[config.mk]
export PLATFORM = sky130hd
export DESIGN_NAME = key_filter_2ch
export DESIGN_NICKNAME = d
export VERILOG_FILES = /design/src/rtl/key_filter_2ch.sv
export SDC_FILE = /design/constraint.sdc
export NUM_CORES = 1
export LEC_CHECK = 0
export BUFFER_PORTS_ARGS = -buffer_cell sky130_fd_sc_hd__buf_2
export CAP_MARGIN = 20
export CORE_MARGIN = 5
export CORE_UTILIZATION = 55
export CTS_CLUSTER_SIZE = 14
export DETAILED_ROUTE_END_ITERATION = 6
export PLACE_DENSITY = 0.77
export SYNTH_ARGS = -nofsm -noshare
export SYNTH_HDL_FRONTEND = slang
export SYNTH_SLANG_ARGS = --single-unit
[constraint.sdc]
create_clock -name clk -period 2.46 [get_ports clk]
set_input_delay 0.246 -clock clk [delete_from_list [all_inputs] [get_ports clk]]
set_output_delay 0.246 -clock clk [all_outputs]
set_load 0.01 [all_outputs]
[src/rtl/key_filter_2ch.sv]
// Two-channel key conditioner: 2-flop sync, per-channel debounce FSM,
// registered active-high levels and one-cycle press flags.
module key_filter_2ch #(
  parameter int CNT_MAX = 999_999
) (
  input  logic       clk,
  input  logic       rst_n,
  input  logic [1:0] key_in,
  output logic       po_a,
  output logic       po_b,
  output logic [1:0] key_flag
);

  localparam int CNT_W = (CNT_MAX > 0) ? $clog2(CNT_MAX + 1) : 1;
  localparam logic [CNT_W-1:0] CNT_TOP = CNT_W'(CNT_MAX);

  typedef enum logic [1:0] {
    IDLE,
    P_FILT,
    DOWN,
    R_FILT
  } state_t;

  logic [1:0] s1;
  logic [1:0] s2;
  logic [1:0] po;

  // Reset to released so a held key is re-filtered from IDLE
  always_ff @(posedge clk or negedge rst_n) begin
    if (!rst_n) begin
      s1 <= 2'b11;
      s2 <= 2'b11;
    end else begin
      s1 <= key_in;
      s2 <= s1;
    end
  end

  for (genvar i = 0; i < 2; i++) begin : g_ch
    state_t           st;
    state_t           st_nxt;
    logic [CNT_W-1:0] cnt;
    logic [CNT_W-1:0] cnt_nxt;
    logic             po_q;
    logic             po_nxt;
    logic             flag_q;
    logic             flag_nxt;
    logic             done;
    logic             p_acc;
    logic             r_acc;

    assign done  = (cnt == CNT_TOP);
    assign p_acc = (st == P_FILT) && !s2[i] && done;
    assign r_acc = (st == R_FILT) && s2[i] && done;

    always_ff @(posedge clk or negedge rst_n) begin
      if (!rst_n) begin
        st     <= IDLE;
        cnt    <= '0;
        po_q   <= 1'b0;
        flag_q <= 1'b0;
      end else begin
        st     <= st_nxt;
        cnt    <= cnt_nxt;
        po_q   <= po_nxt;
        flag_q <= flag_nxt;
      end
    end

    // Counter clears on every state change, so no path can wrap it
    always_comb begin
      st_nxt  = st;
      cnt_nxt = '0;
      unique case (st)
        IDLE: begin
          if (!s2[i]) st_nxt = P_FILT;
        end
        P_FILT: begin
          if (s2[i])     st_nxt  = IDLE;
          else if (done) st_nxt  = DOWN;
          else           cnt_nxt = cnt + CNT_W'(1);
        end
        DOWN: begin
          if (s2[i]) st_nxt = R_FILT;
        end
        R_FILT: begin
          if (!s2[i])    st_nxt  = DOWN;
          else if (done) st_nxt  = IDLE;
          else           cnt_nxt = cnt + CNT_W'(1);
        end
        default: st_nxt = IDLE;
      endcase
    end

    always_comb begin
      po_nxt   = po_q;
      flag_nxt = 1'b0;
      unique case (1'b1)
        p_acc: begin
          po_nxt   = 1'b1;
          flag_nxt = 1'b1;
        end
        r_acc: po_nxt = 1'b0;
        default: ;
      endcase
    end

    assign po[i]       = po_q;
    assign key_flag[i] = flag_q;
  end

  assign po_a = po[0];
  assign po_b = po[1];

endmodule
==> impl_results.html <==
<table>
<tr><th>Metric</th><th>Value</th></tr>
<tr><th colspan="2">Global routing</th></tr>
<tr><td>Aggregate global routing overflow</td><td>0</td></tr>
<tr><td>Largest net degree at the start of global routing</td><td>44</td></tr>
<tr><td>First-pass GRT wire length</td><td>7.98 mm</td></tr>
<tr><td>Most used routing layer</td><td>met2</td></tr>
<tr><td>GR met1 Demand/Resource</td><td>~22%</td></tr>
<tr><td>Antenna violations before repair</td><td>0</td></tr>
<tr><td>Number of global-route vias before repair</td><td>roughly 1.7k</td></tr>
<tr><td>GR Layer Usage met2</td><td>approximately a quarter</td></tr>
<tr><td>Global-route usage over all layers</td><td>between 15 and 20%</td></tr>
<tr><td>Met3 Use GR</td><td>4.96%</td></tr>
<tr><th colspan="2">Final layout</th></tr>
<tr><td>Share of the core filled with cells</td><td>61.4%</td></tr>
<tr><td>Net count reported at finish</td><td>264</td></tr>
<tr><td>Fraction of final layout cells with drive strength greater than 1</td><td>about 9.7%</td></tr>
<tr><td>Diode insertion count for antenna repair</td><td>0</td></tr>
<tr><td>Number of cells in the finished layout apart from fillers</td><td>around 310</td></tr>
<tr><td>Layout-stage area growth over the synthesis result</td><td>8.82%</td></tr>
<tr><td>Fillcell total</td><td>370</td></tr>
<tr><td>Final non-filler cell area</td><td>around 2700 sq um</td></tr>
<tr><th colspan="2">Synthesis</th></tr>
<tr><td>Post-synthesis area per instance</td><td>around 10 sq um</td></tr>
<tr><td>Share of synthesized area occupied by flip-flops and latches</td><td>between 50 and 60%</td></tr>
<tr><td>Cell type with the largest total area after synthesis</td><td>sky130_fd_sc_hd__dfrtp_1</td></tr>
<tr><td>Number of nets produced by synthesis</td><td>approximately 250</td></tr>
<tr><td>Synthesized flop and latch total</td><td>52</td></tr>
<tr><td>Share of synthesized flip-flops with an asynchronous set or reset</td><td>between 90% and 100%</td></tr>
<tr><td>Fraction of post-synthesis cell area in the top cell type by area</td><td>a little under 50%</td></tr>
<tr><td>Top post-synthesis cells by area</td><td>sky130_fd_sc_hd__dfrtp_1 (49%), sky130_fd_sc_hd__xnor2_1 (5.4%), sky130_fd_sc_hd__nor2_1 (4.8%)</td></tr>
<tr><td>Total of warnings raised by yosys</td><td>0</td></tr>
<tr><td>Area share of fa/ha/maj cells after synthesis</td><td>~1.0%</td></tr>
<tr><td>Most used standard cell by instance count after synthesis</td><td>sky130_fd_sc_hd__dfrtp_1</td></tr>
<tr><td>Share of the synthesized area in compound gates (AO/OA/AOI/OAI)</td><td>around 8.4%</td></tr>
<tr><td>Main combinational cell family by area after synthesis</td><td>simple AND/OR/NAND/NOR gates</td></tr>
<tr><td>Mapped cell area</td><td>roughly 2400 sq um</td></tr>
<tr><td>Prevailing post-synth register cell</td><td>sky130_fd_sc_hd__dfrtp_1</td></tr>
<tr><td>Share of synthesized cell area in and, or, nand and nor gates</td><td>between 20 and 25%</td></tr>
<tr><td>Number of cells produced by synthesis</td><td>245</td></tr>
<tr><td>Multiplexer share of the synthesized area</td><td>less than 1%</td></tr>
<tr><td>Xor and xnor area share after synthesis</td><td>under 10%</td></tr>
<tr><td>Distinct cell type count after synthesis</td><td>28</td></tr>
<tr><td>Cell types with the highest counts after synthesis</td><td>sky130_fd_sc_hd__dfrtp_1 (48), sky130_fd_sc_hd__nor2_1 (31), sky130_fd_sc_hd__nand3_1 (17)</td></tr>
<tr><td>Number of flops mapped to enable cells by yosys</td><td>0</td></tr>
<tr><th colspan="2">Critical path</th></tr>
<tr><td>Cell occurring most often along the worst timing path</td><td>sky130_fd_sc_hd__or4_1</td></tr>
<tr><td>Crit-path slowest cell</td><td>sky130_fd_sc_hd__or4_1</td></tr>
<tr><td>Crit-path max cell delay</td><td>about 0.72 ns</td></tr>
<tr><td>Crit path capture type</td><td>flip-flop</td></tr>
<tr><td>Required time reported for the critical path endpoint</td><td>between 2 and 3 ns</td></tr>
<tr><td>Dominant delay contributor by cell family on the critical path</td><td>simple AND/OR/NAND/NOR gates</td></tr>
<tr><td>Data arrival time of the critical path</td><td>2.35 ns</td></tr>
<tr><td>Capturing instance or port of the critical path</td><td>g_ch[0].cnt[19]$_DFF_PN0_</td></tr>
<tr><td>Launching instance or port of the critical path</td><td>g_ch[0].cnt[2]$_DFF_PN0_</td></tr>
<tr><td>Source of the worst register-to-register timing path</td><td>g_ch[0].cnt[2]$_DFF_PN0_</td></tr>
<tr><td>Critical path buffer and inverter count</td><td>0</td></tr>
<tr><td>Crit path launch type</td><td>flip-flop</td></tr>
<tr><td>Depth of the critical timing path with buffers and inverters included</td><td>4</td></tr>
<tr><td>Worst setup path class</td><td>flip-flop to flip-flop</td></tr>
<tr><td>Crit path cell chain</td><td>nand4_2, or4_1, or4_1, a21oi_1</td></tr>
<tr><td>Reg-to-reg critical path endpoint</td><td>g_ch[0].cnt[19]$_DFF_PN0_</td></tr>
<tr><td>Register-to-Register Setup Slack</td><td>approximately 0.34 ns</td></tr>
<tr><td>Number of cells on the worst reg-to-reg path</td><td>4</td></tr>
<tr><td>Maximum net fanout on the critical path</td><td>9</td></tr>
<tr><th colspan="2">Timing</th></tr>
<tr><td>Fin. Hold Viols</td><td>0</td></tr>
<tr><td>Fmax</td><td>around 470 MHz</td></tr>
<tr><td>Final clock period utilization by the worst path</td><td>86.1%</td></tr>
<tr><td>Setup repair after global routing missed its margin</td><td>false</td></tr>
<tr><td>Min Tclk post-route</td><td>around 2.1 ns</td></tr>
<tr><td>Count of final setup violators</td><td>0</td></tr>
<tr><td>Count of pins over their slew limit</td><td>0</td></tr>
<tr><td>Slew Limit Headroom</td><td>between 30 and 40%</td></tr>
<tr><td>Worst setup skew after layout</td><td>approximately 0.007 ns</td></tr>
<tr><td>Worst slew pin tran</td><td>0.923 ns</td></tr>
<tr><td>Summed negative setup slack over all endpoints</td><td>0 ns</td></tr>
<tr><th colspan="2">Clocking</th></tr>
<tr><td>Number of buffers inserted during clock tree synthesis</td><td>5</td></tr>
<tr><td>Clock tree from TritonCTS</td><td>yes</td></tr>
<tr><td>Number of gates resized after CTS</td><td>0</td></tr>
<tr><td>CTS Buffer Depth</td><td>2</td></tr>
<tr><td>Max H-tree Level</td><td>2</td></tr>
<tr><td>CTS Root Cell</td><td>sky130_fd_sc_hd__clkbuf_8</td></tr>
<tr><td>Clock sinks</td><td>between 50 and 60</td></tr>
<tr><td>Post-CTS Hold Buffers</td><td>0</td></tr>
<tr><td>Clock insertion delay at the later pin of the skew report</td><td>about 0.3 ns</td></tr>
<tr><td>Post CTS Setup Buffer Count</td><td>0</td></tr>
<tr><td>Clock transition at path regs</td><td>roughly 0.09 ns</td></tr>
<tr><th colspan="2">Route</th></tr>
<tr><td>Starting DRC count in detailed routing</td><td>roughly 140</td></tr>
<tr><td>Detailed-route via count</td><td>around 1.8k</td></tr>
<tr><td>Vias per cell</td><td>around 5.8</td></tr>
<tr><td>Detailed-route DRC error count</td><td>0</td></tr>
<tr><td>Wire length per cell after detailed routing</td><td>around 14 um</td></tr>
<tr><td>Final wirelength</td><td>around 4.4 mm</td></tr>
<tr><td>Remaining antenna violation count</td><td>0</td></tr>
<tr><td>Detailed-routing iteration count for the pre-antenna-repair pass</td><td>4</td></tr>
<tr><th colspan="2">Power and ir drop</th></tr>
<tr><td>Power density cells</td><td>561 nW/um^2</td></tr>
<tr><td>IR drop worst, VDD</td><td>0.000325 V</td></tr>
<tr><td>Leakage power</td><td>between 1 and 1.5 nW</td></tr>
<tr><td>Total design power</td><td>1.49 mW</td></tr>
<tr><th colspan="2">Floorplanning</th></tr>
<tr><td>Number of core rows</td><td>24</td></tr>
<tr><td>Total I/O pin count</td><td>8</td></tr>
<tr><td>Area of the die</td><td>slightly below 6000 sq um</td></tr>
<tr><td>Width of the chip</td><td>76.6 um</td></tr>
<tr><td>Chip Height</td><td>between 70 and 80 um</td></tr>
<tr><td>Placeable core area</td><td>between 4000 and 5000 sq um</td></tr>
<tr><td>Initial core utilization</td><td>56.4%</td></tr>
<tr><th colspan="2">Worst hold path</th></tr>
<tr><td>Path type of the worst min-delay path</td><td>input pin to flip-flop</td></tr>
<tr><td>Number of cells on the worst hold path</td><td>1</td></tr>
<tr><th colspan="2">Place</th></tr>
<tr><td>Count of buffers inserted at the top-level ports</td><td>7</td></tr>
<tr><td>Post-placement cell count</td><td>a little over 300</td></tr>
<tr><td>Area post-placement</td><td>2550 sq um</td></tr>
<tr><td>Final GP Congestion</td><td>0.803</td></tr>
<tr><td>Detailed placement HPWL</td><td>about 3 mm</td></tr>
<tr><th colspan="2">Run</th></tr>
<tr><td>Reported max-cap violation count</td><td>0</td></tr>
<tr><th colspan="2">Run status</th></tr>
<tr><td>Outcome</td><td>complete, no violations</td></tr>
</table>
[kinds of logic after synthesis]
| group | after synthesis |
|---|---|
| AND/OR/NAND/NOR | 111 |
| flip-flops | 52 |
| AO/OA/AOI/OAI | 34 |
| XOR/XNOR | 24 |
| buffers and inverters | 20 |
| multiplexers | 2 |
| adder cells (fa/ha/maj) | 2 |
[power by group]
part / total, mW / switching [mW] / internal [mW] / leakage, nW
registers: 0.874 / 0.00883 / 0.865 / 0.706
logic: 0.0443 / 0.0317 / 0.0126 / 0.325
clock network: 0.570 / 0.268 / 0.302 / 0.0552
[how the worst min path moves through the flow]
stage               startpoint                          to  slack (ns)
4_1_cts              key_in[1]             s1[1]$_DFF_PN1_        0.03
6_report             key_in[1]             s1[1]$_DFF_PN1_        0.04
5_1_grt              key_in[1]             s1[1]$_DFF_PN1_        0.01
2_1_floorplan            rst_n  asynchronous set/reset pin       -0.05
3_5_place_dp   s1[1]$_DFF_PN1_             s2[1]$_DFF_PN1_        0.35
3_3_place_gp   s1[1]$_DFF_PN1_             s2[1]$_DFF_PN1_        0.35
[metrics by stage]
stage                     setup WS (ns)  hold slack [ns]
final                             0.342           0.0353
after floorplan                   0.495          -0.0496
after CTS                         0.345           0.0276
after global routing              0.199           0.0111
after global placement            0.414            0.346
after detailed placement          0.343            0.347
[layer usage]
| layer | wire length, um | share of wire (%) |
|---|---|---|
| met1 | 2120 | 48 |
| met2 | 2100 | 48 |
| met5 | 0 | 0 |
| met4 | 44 | 1.0 |
| met3 | 143 | 3.2 |
[flip-flops by register name (all words and copies together) (netlist names), named ones only]
signal	cells
g_ch.cnt	40
g_ch.flag_q	2
g_ch.st	2
s1	2
s2	2
po_a	1
po_b	1
[cells in the final DEF (no fill, tap or decap), types with 3 or more instances in the layout]
master and count:
sky130_fd_sc_hd__buf_4 6, sky130_fd_sc_hd__buf_2 7, sky130_fd_sc_hd__o21ai_0 8, sky130_fd_sc_hd__nor3_1 6, sky130_fd_sc_hd__or4_1 12, sky130_fd_sc_hd__nand3_1 17, sky130_fd_sc_hd__nor2_1 31, sky130_fd_sc_hd__xnor2_1 15
sky130_fd_sc_hd__or3_1 8, sky130_fd_sc_hd__inv_1 13, sky130_fd_sc_hd__xor2_1 9, sky130_fd_sc_hd__and4_1 4, sky130_fd_sc_hd__dfstp_2 4, sky130_fd_sc_hd__nor4_1 3, sky130_fd_sc_hd__nand2_1 13, sky130_fd_sc_hd__clkbuf_8 5
sky130_fd_sc_hd__nand4_1 12, sky130_fd_sc_hd__a21oi_1 14, sky130_fd_sc_hd__dfrtp_1 48, sky130_fd_sc_hd__o31ai_1 6
[layout make-up]
type	instances	area [sq um]	area share, %
Multi-Input combinational cell	173	1050	39.4
Timing Repair Buffer	13	80.1	3.02
Clock buffer	6	72.6	2.73
Clock inverter	2	35.0	1.32
Sequential cell	52	1310	49.2
Inverter	13	48.8	1.84
Tap cell	52	65.1	2.45
[worst reg2reg max path, stage by stage (launching register included)]
cell                      delay (ns)
sky130_fd_sc_hd__dfrtp_1        0.45
sky130_fd_sc_hd__nand4_2        0.19
sky130_fd_sc_hd__or4_1          0.72
sky130_fd_sc_hd__or4_1          0.54
sky130_fd_sc_hd__a21oi_1        0.15
Note: power is estimated with default switching activity, not from simulation.
